[src/rtl/eb_buff_vc.sv]
// rtl/eb_buff_vc.sv - multi-channel elastic buffer with round-robin drain; optional flush via EB_BUFF_VC_FLUSH_EN
module eb_buff_vc #(
  parameter int DW     = 32,
  parameter int NUM_CH = 2,
  parameter int DEPTH  = 4
) (
  input  logic                             clk,
  input  logic                             rst,
  input  logic [DW-1:0]                    data_i,
  input  logic [$clog2(NUM_CH)-1:0]        ch_i,
  input  logic                             valid_i,
  output logic                             ready_o,
  input  logic [NUM_CH-1:0]                flush_i,
  output logic [DW-1:0]                    data_o,
  output logic [$clog2(NUM_CH)-1:0]        ch_o,
  output logic                             valid_o,
  input  logic                             ready_i,
  output logic [NUM_CH*($clog2(DEPTH)+1)-1:0] count_o
);

  localparam int CW   = $clog2(NUM_CH);
  localparam int CNTW = $clog2(DEPTH) + 1;
  localparam int PW   = $clog2(DEPTH);

  logic [DW-1:0]   mem    [NUM_CH][DEPTH];
  logic [PW-1:0]   wr_ptr [NUM_CH];
  logic [PW-1:0]   rd_ptr [NUM_CH];
  logic [CNTW-1:0] cnt    [NUM_CH];
  logic [CW-1:0]   rr_ptr;
  logic [CW-1:0]   lock_ch;
  logic            lock;

  logic [NUM_CH-1:0] flush;
  logic [NUM_CH-1:0] ne;
  logic [CW-1:0]     scan_grant;
  logic              scan_found;
  logic [CW-1:0]     grant;
  logic              push;
  logic              pop;

`ifdef EB_BUFF_VC_FLUSH_EN
  assign flush = flush_i;
`else
  // Flush is compiled out; the port stays for drop-in compatibility.
  logic unused_flush;
  assign unused_flush = ^flush_i;
  assign flush = '0;
`endif

  // A channel is eligible for grant when it holds data and is not being flushed.
  always_comb begin
    for (int k = 0; k < NUM_CH; k++) begin
      ne[k] = (cnt[k] != '0) && !flush[k];
    end
  end

  // Cyclic scan from rr_ptr for the first eligible channel.
  always_comb begin : rr_scan
    int idx;
    scan_grant = '0;
    scan_found = 1'b0;
    idx        = 0;
    for (int i = 0; i < NUM_CH; i++) begin
      idx = int'(rr_ptr) + i;
      if (idx >= NUM_CH) idx = idx - NUM_CH;
      if (!scan_found && ne[idx]) begin
        scan_found = 1'b1;
        scan_grant = CW'(idx);
      end
    end
  end

  // Output mux: a stalled transfer keeps its channel until it completes or is flushed.
  always_comb begin
    grant   = lock ? lock_ch : scan_grant;
    valid_o = lock ? ne[lock_ch] : scan_found;
    data_o  = valid_o ? mem[grant][rd_ptr[grant]] : '0;
    ch_o    = valid_o ? grant : '0;
    ready_o = (cnt[ch_i] != CNTW'(DEPTH)) && !flush[ch_i];
    push    = valid_i && ready_o;
    pop     = valid_o && ready_i;
  end

  // Per-channel occupancy, packed channel 0 at the LSBs.
  always_comb begin
    count_o = '0;
    for (int k = 0; k < NUM_CH; k++) begin
      count_o[k*CNTW +: CNTW] = cnt[k];
    end
  end

  // Payload storage; never reset.
  always_ff @(posedge clk) begin
    if (push) mem[ch_i][wr_ptr[ch_i]] <= data_i;
  end

  // Pointers, counts, lock and round-robin state.
  always_ff @(posedge clk) begin
    if (rst) begin
      for (int k = 0; k < NUM_CH; k++) begin
        wr_ptr[k] <= '0;
        rd_ptr[k] <= '0;
        cnt[k]    <= '0;
      end
      rr_ptr  <= '0;
      lock    <= 1'b0;
      lock_ch <= '0;
    end else begin
      for (int k = 0; k < NUM_CH; k++) begin
        if (flush[k]) begin
          wr_ptr[k] <= '0;
          rd_ptr[k] <= '0;
          cnt[k]    <= '0;
        end else begin
          if (push && ch_i == CW'(k)) wr_ptr[k] <= wr_ptr[k] + 1'b1;
          if (pop && grant == CW'(k)) rd_ptr[k] <= rd_ptr[k] + 1'b1;
          cnt[k] <= cnt[k] + CNTW'(push && ch_i == CW'(k)) - CNTW'(pop && grant == CW'(k));
        end
      end
      lock <= valid_o && !ready_i;
      if (valid_o && !ready_i) lock_ch <= grant;
      if (pop) rr_ptr <= (grant == CW'(NUM_CH - 1)) ? '0 : grant + CW'(1);
    end
  end

endmodule

[config.mk]
export PLATFORM = sky130hd
export DESIGN_NAME = eb_buff_vc
export DESIGN_NICKNAME = d
export VERILOG_FILES = /design/src/rtl/eb_buff_vc.sv
export SDC_FILE = /design/constraint.sdc
export NUM_CORES = 1
export LEC_CHECK = 0
export ABC_AREA = 1
export CAP_MARGIN = 20
export CELL_PAD_IN_SITES_DETAIL_PLACEMENT = 1
export CELL_PAD_IN_SITES_GLOBAL_PLACEMENT = 1
export CORE_ASPECT_RATIO = 1.1
export CORE_MARGIN = 8
export CORE_UTILIZATION = 42
export CTS_CLUSTER_DIAMETER = 200
export DETAILED_ROUTE_END_ITERATION = 10
export HOLD_SLACK_MARGIN = 0.03
export PLACE_DENSITY_LB_ADDON = 0.1
export SKIP_CTS_REPAIR_TIMING = 1
export SYNTH_ARGS = -nofsm -noshare
export SYNTH_HDL_FRONTEND = slang
export SYNTH_SLANG_ARGS = --single-unit
[constraint.sdc]
create_clock -name clk -period 4.2 [get_ports clk]
set_input_delay 0.84 -clock clk [delete_from_list [all_inputs] [get_ports clk]]
set_output_delay 0.84 -clock clk [all_outputs]
set_load 0.01 [all_outputs]
==> metrics.txt, run 1 <==
outcome complete, no violations; Req. time, crit path 3.36 ns; critical path's top delay family buffers and inverters; Worst Setup SP cnt[1][1]$_SDFF_PP0_; Worst Hold Class flop to flop; CTS max path bufs 3; Final ANT Viol Nets 0; vias in the first global route 8,960; Clock Latency Late Sink 0.55 ns; dpl hpwl 16.7 mm; Pleak 6.09 nW; normalized max-slew margin 0.594; area grow syn2layout 17.5%; fill cell count 3,157; hold_ws 0.471 ns; CP dominant cell by count nand2_1; row count 65; EDFF count, synth 264; H-tree Lvls 1; Root Buffer Master clkbuf_16; initial antenna violation count 1; CP Max Fanout 72; Worst-path clk slew 0.06 ns; Synth area leaders edfxtp_1, nand2_1, inv_1; first-pass GRT wire length 48.5 mm; RSZ-0062 raised after global routing false; Max Clock Skew 0.0258 ns; number of remaining DRC errors 0; WP depth 12; crit start category flop; DR vias/cell 4.96; cell taking the most area after synthesis edfxtp_1; CP Capture Type output pin; Tcrit/Tclk final 0.949; I/O pins 80; placed insts 1,648; Starting Density 0.426; reg2reg path depth 14; top-area cell type share of the netlist area 0.648; Pre-antenna DRT Iters 4; final core utilization 0.501; Cell Chain, Critical Path nor2_1 -> a21oi_2 -> nand2_2 -> nand2_4 -> clkbuf_8 -> nand2_1 -> nand2_1 -> nand2_1 -> nand2_1 -> nor2_1 -> nor2_1 -> clkdlybuf4s50_1; met3 WL post-DR 1.28 mm; r2r setup slk 1.40 ns; total track usage 0.178; slowest CP cell clkdlybuf4s50_1; wire per inst 17.9 um; TritonCTS clock tree yes; CTS sink cnt 273; wire length on met1 12.7 mm; vias 8,430; die extent in y 195 um; CTS buffer count 28; Total Power 0.0114 W; Hold Crit Start rr_ptr$_SDFFE_PP0N_; crit path kind flop to output pin; Ys Warns 0; 1st-iter DRT viols 414; Mapped Nets 1,281; Highest Clock Rate 251 MHz; met2 WL 15.9 mm; Async S/R FF share, synth 0; hold path cells 2; Final Instance Area 14,400 sq um; nets 1,355; Final Max Tran Viols 0; post-layout minimum cycle time 3.98 ns; Final Hold Vio Count 0; main flop type after synthesis edfxtp_1; Mean Syn Cell Area 9.90 sq um; MaxCap Viol Count 0; largest net degree at the start of global routing 73; Overflow after GRT 0; most frequent cells after synthesis nand2_1, edfxtp_1, inv_1; top routing layer in use met4; sequential fraction of the synthesis area 0.663; dominant cell by count in the synthesized netlist nand2_1; Max IR drop VDD 437 uV; Die Wd 179 um; Final Instance Count excl. Fillers 1,699; core footprint 28,700 sq um; PD cells 792 nW/um^2; IO buf count 77; Syn Inst Count 1,236; Worst-Margin Slew 0.608 ns; Cell variety after synth 29; setup violators final 0; GPL Wtd Cong 0.708; Total Die Area 34,800 sq um; routed wire length 30.4 mm; Placed Instance Area 13,400 sq um; flops & latches, synth 273; WP data arrival 3.14 ns; post-synthesis instance area 12,200 sq um; layout cells sized above 1 0.0654; Crit path largest cell delay 0.59 ns; reg-to-reg startpoint cnt[0][1]$_SDFF_PP0_; worst path bufs/invs 2
[per-layer routing]
metal,global-route usage,vias to the layer above
li1,-,4072
met1,0.213,4186
met2,0.326,129
met3,0.0272,43
met4,0.0447,0
met5,0,-
[worst paths after layout]
kind	end
worst max-delay path	data_o[17]
worst min-delay path	rr_ptr$_SDFFE_PP0N_
worst max register to register	cnt[1][2]$_SDFF_PP0_
worst min register to register	rr_ptr$_SDFFE_PP0N_
[registers in the layout, summed over array words and instances, names as in the netlist]
name	cells
lock_ch	1
rr_ptr	1
wr_ptr	4
rd_ptr	4
lock	1
cnt	6
mem	256
[worst register-to-register path: stages, from the launching register on]
cell and delay [ns]:
dfxtp_1 0.40, inv_2 0.08, nand3_2 0.09, nand2_1 0.06, nand2_2 0.12, nand2_4 0.12
inv_2 0.34, buf_12 0.26, nor2_1 0.09, ha_1 0.27, inv_1 0.04, ha_1 0.20
fa_1 0.39, xnor2_1 0.18, nor2_1 0.05
[cells by family after synthesis]
kind of cell / Yosys count / synth area share
DFF: 273 / 0.663
adders and majority gates: 6 / 0.00737
AOI/OAI and AO/OA: 41 / 0.0174
xor gates and xnor gates: 7 / 0.00501
buffers and inverters: 211 / 0.0748
and+or+nand+nor: 696 / 0.231
muxes: 2 / 0.00164
[placed cells by master (no fill, tap or decap), types with 3 or more instances in the layout]
master	count
nor2_1	117
inv_1	149
nand3b_1	31
nand2_1	492
nand2_2	4
nor3_2	8
xnor2_1	7
buf_4	17
clkbuf_16	29
a21oi_1	3
buf_12	6
dfxtp_1	9
ha_1	4
clkinv_1	5
nand3_1	37
o21ai_1	5
clkdlybuf4s50_1	77
clkbuf_1	5
clkinv_2	7
o21ai_0	31
bufinv_16	4
edfxtp_1	264
[area by class of cell]
class | instances | area (sq um) | share of cell area
flip-flops and latches | 273 | 8110 | 0.564
multi-input cells | 752 | 3260 | 0.227
repair buffers | 103 | 1050 | 0.0734
clock buffers | 34 | 744 | 0.0518
inverters | 152 | 573 | 0.0399
well taps | 368 | 460 | 0.0320
clock inverters | 16 | 174 | 0.0121
diodes | 1 | 2.50 | 0.000174
[per-stage QoR]
stage / setup WS (ns) / TNS (ns)
6_report: 0.216 / 0
5_1_grt: 0.0108 / 0
4_1_cts: -0.114 / -1.16
3_5_place_dp: 0.498 / 0
3_3_place_gp: 0.546 / 0
2_1_floorplan: -0.368 / -74.94
[power by group]
part	switching, W	internal [W]
sequential	0.0000689	0.00317
combinational	0.00355	0.00209
clock	0.00101	0.00149
total	0.00463	0.00676
No activity file was read; power rests on OpenSTA's default activity.
==> run 2: changes to the inputs <==
--- a/config.mk
+++ b/config.mk
@@ -11,11 +11,11 @@
 export CELL_PAD_IN_SITES_GLOBAL_PLACEMENT = 1
 export CORE_ASPECT_RATIO = 1.1
 export CORE_MARGIN = 8
-export CORE_UTILIZATION = 42
+export CORE_UTILIZATION = 44
 export CTS_CLUSTER_DIAMETER = 200
 export DETAILED_ROUTE_END_ITERATION = 10
 export HOLD_SLACK_MARGIN = 0.03
-export PLACE_DENSITY_LB_ADDON = 0.1
+export PLACE_DENSITY = 0.79
 export SKIP_CTS_REPAIR_TIMING = 1
 export SYNTH_ARGS = -nofsm -noshare
 export SYNTH_HDL_FRONTEND = slang
==> constraint.sdc (replaced) <==
create_clock -name clk -period 4.8 [get_ports clk]
set_input_delay 0.96 -clock clk [delete_from_list [all_inputs] [get_ports clk]]
set_output_delay 0.96 -clock clk [all_outputs]
set_load 0.01 [all_outputs]
==> run 2 against run 1 <==
  * Setup slack worse by 0.0092 ns
  * Critical path type unchanged
  * Largest power group unchanged
  * Register-to-register slack better by 0.15 ns
  * Power decreased by 11%
  * Clock skew down 0.015 ns
==> metrics.txt, run 2 (synthesis results as in run 1) <==
outcome complete, no violations; Hold EP rr_ptr$_SDFFE_PP0N_; Seq pwr share 0.280 (-0.004); reg2reg path depth 12 (-2); first-pass GRT wire length 51.0 mm (+5.2%); crit path kind flop to output pin; RSZ-0062 raised after global routing false; hold path cells 2 (unchanged); Tcrit/Tclk final 0.957; Multi-input gate area 3250 sq um (-0.23%); Root Buffer Master clkbuf_16; commonest cells after routing, fill and taps aside nand2_1, edfxtp_1, inv_1; I/O pins 80 (unchanged); vias 8,544 (+1.4%); Req. time, crit path 3.84 ns (+0.48 ns); Highest Clock Rate 218 MHz; Switching Fraction 0.407 (about the same); met2 Use GR 0.369 (+0.0421); Die Wd 175 um (-2.1%); Fin Setup TNS 0 ns (unchanged); Total Die Area 33,400 sq um (-4.2%); CP Max Fanout 72 (unchanged); Placed Instance Area 13,400 sq um (-0.44%); normalized max-slew margin 0.432 (-0.163); Max Clock Skew 0.0113 ns (-0.0145 ns); Worst Hold Class flop to flop; total track usage 0.194 (+0.0152); Clock Latency Late Sink 0.53 ns (-0.02 ns); nets 1,355 (unchanged); CTS sink cnt 273 (unchanged); layout cells sized above 1 0.0698 (+0.00441); final setup margin 0.206 ns (-0.00923 ns); fill cell count 3,061 (-3.0%); Worst-Margin Slew 0.852 ns (+0.244 ns); Final Hold Vio Count 0 (unchanged); placed insts 1,642 (-0.36%); r2r setup slk 1.55 ns (+0.15 ns); row count 64 (-1.5%); TritonCTS clock tree yes; Final Instance Count excl. Fillers 1,696 (-0.18%); register area 8110 sq um (unchanged); vias in the first global route 9,565 (+6.8%); Worst-path clk slew 0.06 ns (about the same); largest net degree at the start of global routing 73 (unchanged); Final ANT Viol Nets 0 (unchanged); DR vias/cell 5.04 (+1.5%); CTS max path bufs 3 (unchanged); met1 usage 0.220 (+0.00620); Final Max Tran Viols 0 (unchanged); Pre-antenna DRT Iters 5 (+1); max reg flops 256 (unchanged); GPL Wtd Cong 0.710 (+0.27%); Final Instance Area 14,400 sq um (+0.11%); GRT Max-Usage Layer met2; WP data arrival 3.63 ns (+0.49 ns); IO buf count 77 (unchanged); CP Capture Type output pin; number of remaining DRC errors 0 (unchanged); H-tree Lvls 1 (unchanged); reg-to-reg startpoint cnt[1][1]$_SDFF_PP0_; MaxCap Viol Count 0 (unchanged); dpl hpwl 17.9 mm (+7.1%); area grow syn2layout 17.7%; commonest non-fill, non-tap cell in the layout nand2_1; Hold Crit Start rr_ptr$_SDFFE_PP0N_; Post-Place Setup Slack 0.799 ns (+0.301 ns); crit start category flop; die extent in y 191 um (-2.1%); met3 Usage GRT 0.0255 (-0.00166); net switching power 0.00412 W (-11%); CTS buffer count 29 (+3.6%); RR Endpoint cnt[0][2]$_SDFF_PP0_; combinational share of power 0.484 (-0.012); Overflow after GRT 0 (unchanged); Pleak 6.11 nW (+0.29%); Max IR drop VDD 475 uV (+8.7%); PD cells 704 nW/um^2 (-11%); initial antenna violation count 2 (+1); Clk network pwr share 0.235 (+0.015); setup violators final 0 (unchanged); wire per inst 18.9 um (+5.6%); post-layout minimum cycle time 4.59 ns; core footprint 27,500 sq um (-4.0%); 1st-iter DRT viols 377 (-8.9%); Starting Density 0.444 (+0.0180); Cell Int Power 0.00601 W (-11%); routed wire length 32.1 mm (+5.5%)
[run 2: cell types whose count changed in the layout (fill, tap and decap cells not counted), moves of 2 or more]
cell,before,now
clkbuf_1,5,2
buf_12,6,2
buf_6,2,0
buf_4,17,23
clkinvlp_4,0,2
bufinv_16,4,7
[run 2: through the flow]
stage	utilization	hold WS, ns	total power, W
after floorplan	-	0.432	0.00595
after global placement	0.485	0.469	0.00761
after detailed placement	0.485	0.489	0.00777
after CTS	0.522	0.489	0.0103
after global routing	0.522	0.519	0.0108
final	0.522	0.492	0.0101
[run 2: worst max-delay path: stages, from the launching register on]
cell and delay (ns):
dfxtp_1 0.41, nor2_1 0.08, a21oi_2 0.16, nand2_2 0.27
nand2_4 0.22, buf_4 0.61, nand2_1 0.14, nand2_1 0.10
nand2_1 0.06, nand2_1 0.09, nor2_1 0.07, nor2_1 0.24
clkdlybuf4s50_1 0.59
[run 2: layer usage]
layer	vias up	wire [um]
li1	4082	-
met1	4243	12900
met2	158	17200
met3	59	1230
met4	2	759
met5	-	11
[run 2: worst max-delay path by stage]
| stage | slack (ns) | start | depth (start not counted) | end |
|---|---|---|---|---|
| after global routing | 0.03 | cnt[1][1]$_SDFF_PP0_ | 12 | data_o[1] |
| after CTS | 0.21 | cnt[1][1]$_SDFF_PP0_ | 12 | data_o[1] |
| after detailed placement | 0.80 | ch_i | 8 | mem[0][21]$_DFFE_PP_ |
| final | 0.21 | cnt[1][1]$_SDFF_PP0_ | 12 | data_o[1] |
| after floorplan | 0.11 | ch_i | 7 | mem[0][0]$_DFFE_PP_ |
| after global placement | 0.91 | ch_i | 8 | mem[0][14]$_DFFE_PP_ |
[run 2: power groups by stage]
| stage | registers (W) | logic (W) | clock network [W] |
|---|---|---|---|
| 2_1_floorplan | 0.00289 | 0.00307 | 0 |
| 3_3_place_gp | 0.00288 | 0.00473 | 0 |
| 3_5_place_dp | 0.00289 | 0.00488 | 0 |
| 4_1_cts | 0.00284 | 0.00499 | 0.00243 |
| 5_1_grt | 0.00285 | 0.00547 | 0.00252 |
| 6_report | 0.00284 | 0.00490 | 0.00239 |
[run 2: cell type report]
cell class / instances / area share
antenna: 1 / 0.000174
clock buffer: 31 / 0.0509
clock inverter: 22 / 0.0201
inverter: 152 / 0.0396
multi-input combinational: 752 / 0.226
sequential: 273 / 0.563
tap: 363 / 0.0316
timing repair buffer: 102 / 0.0683
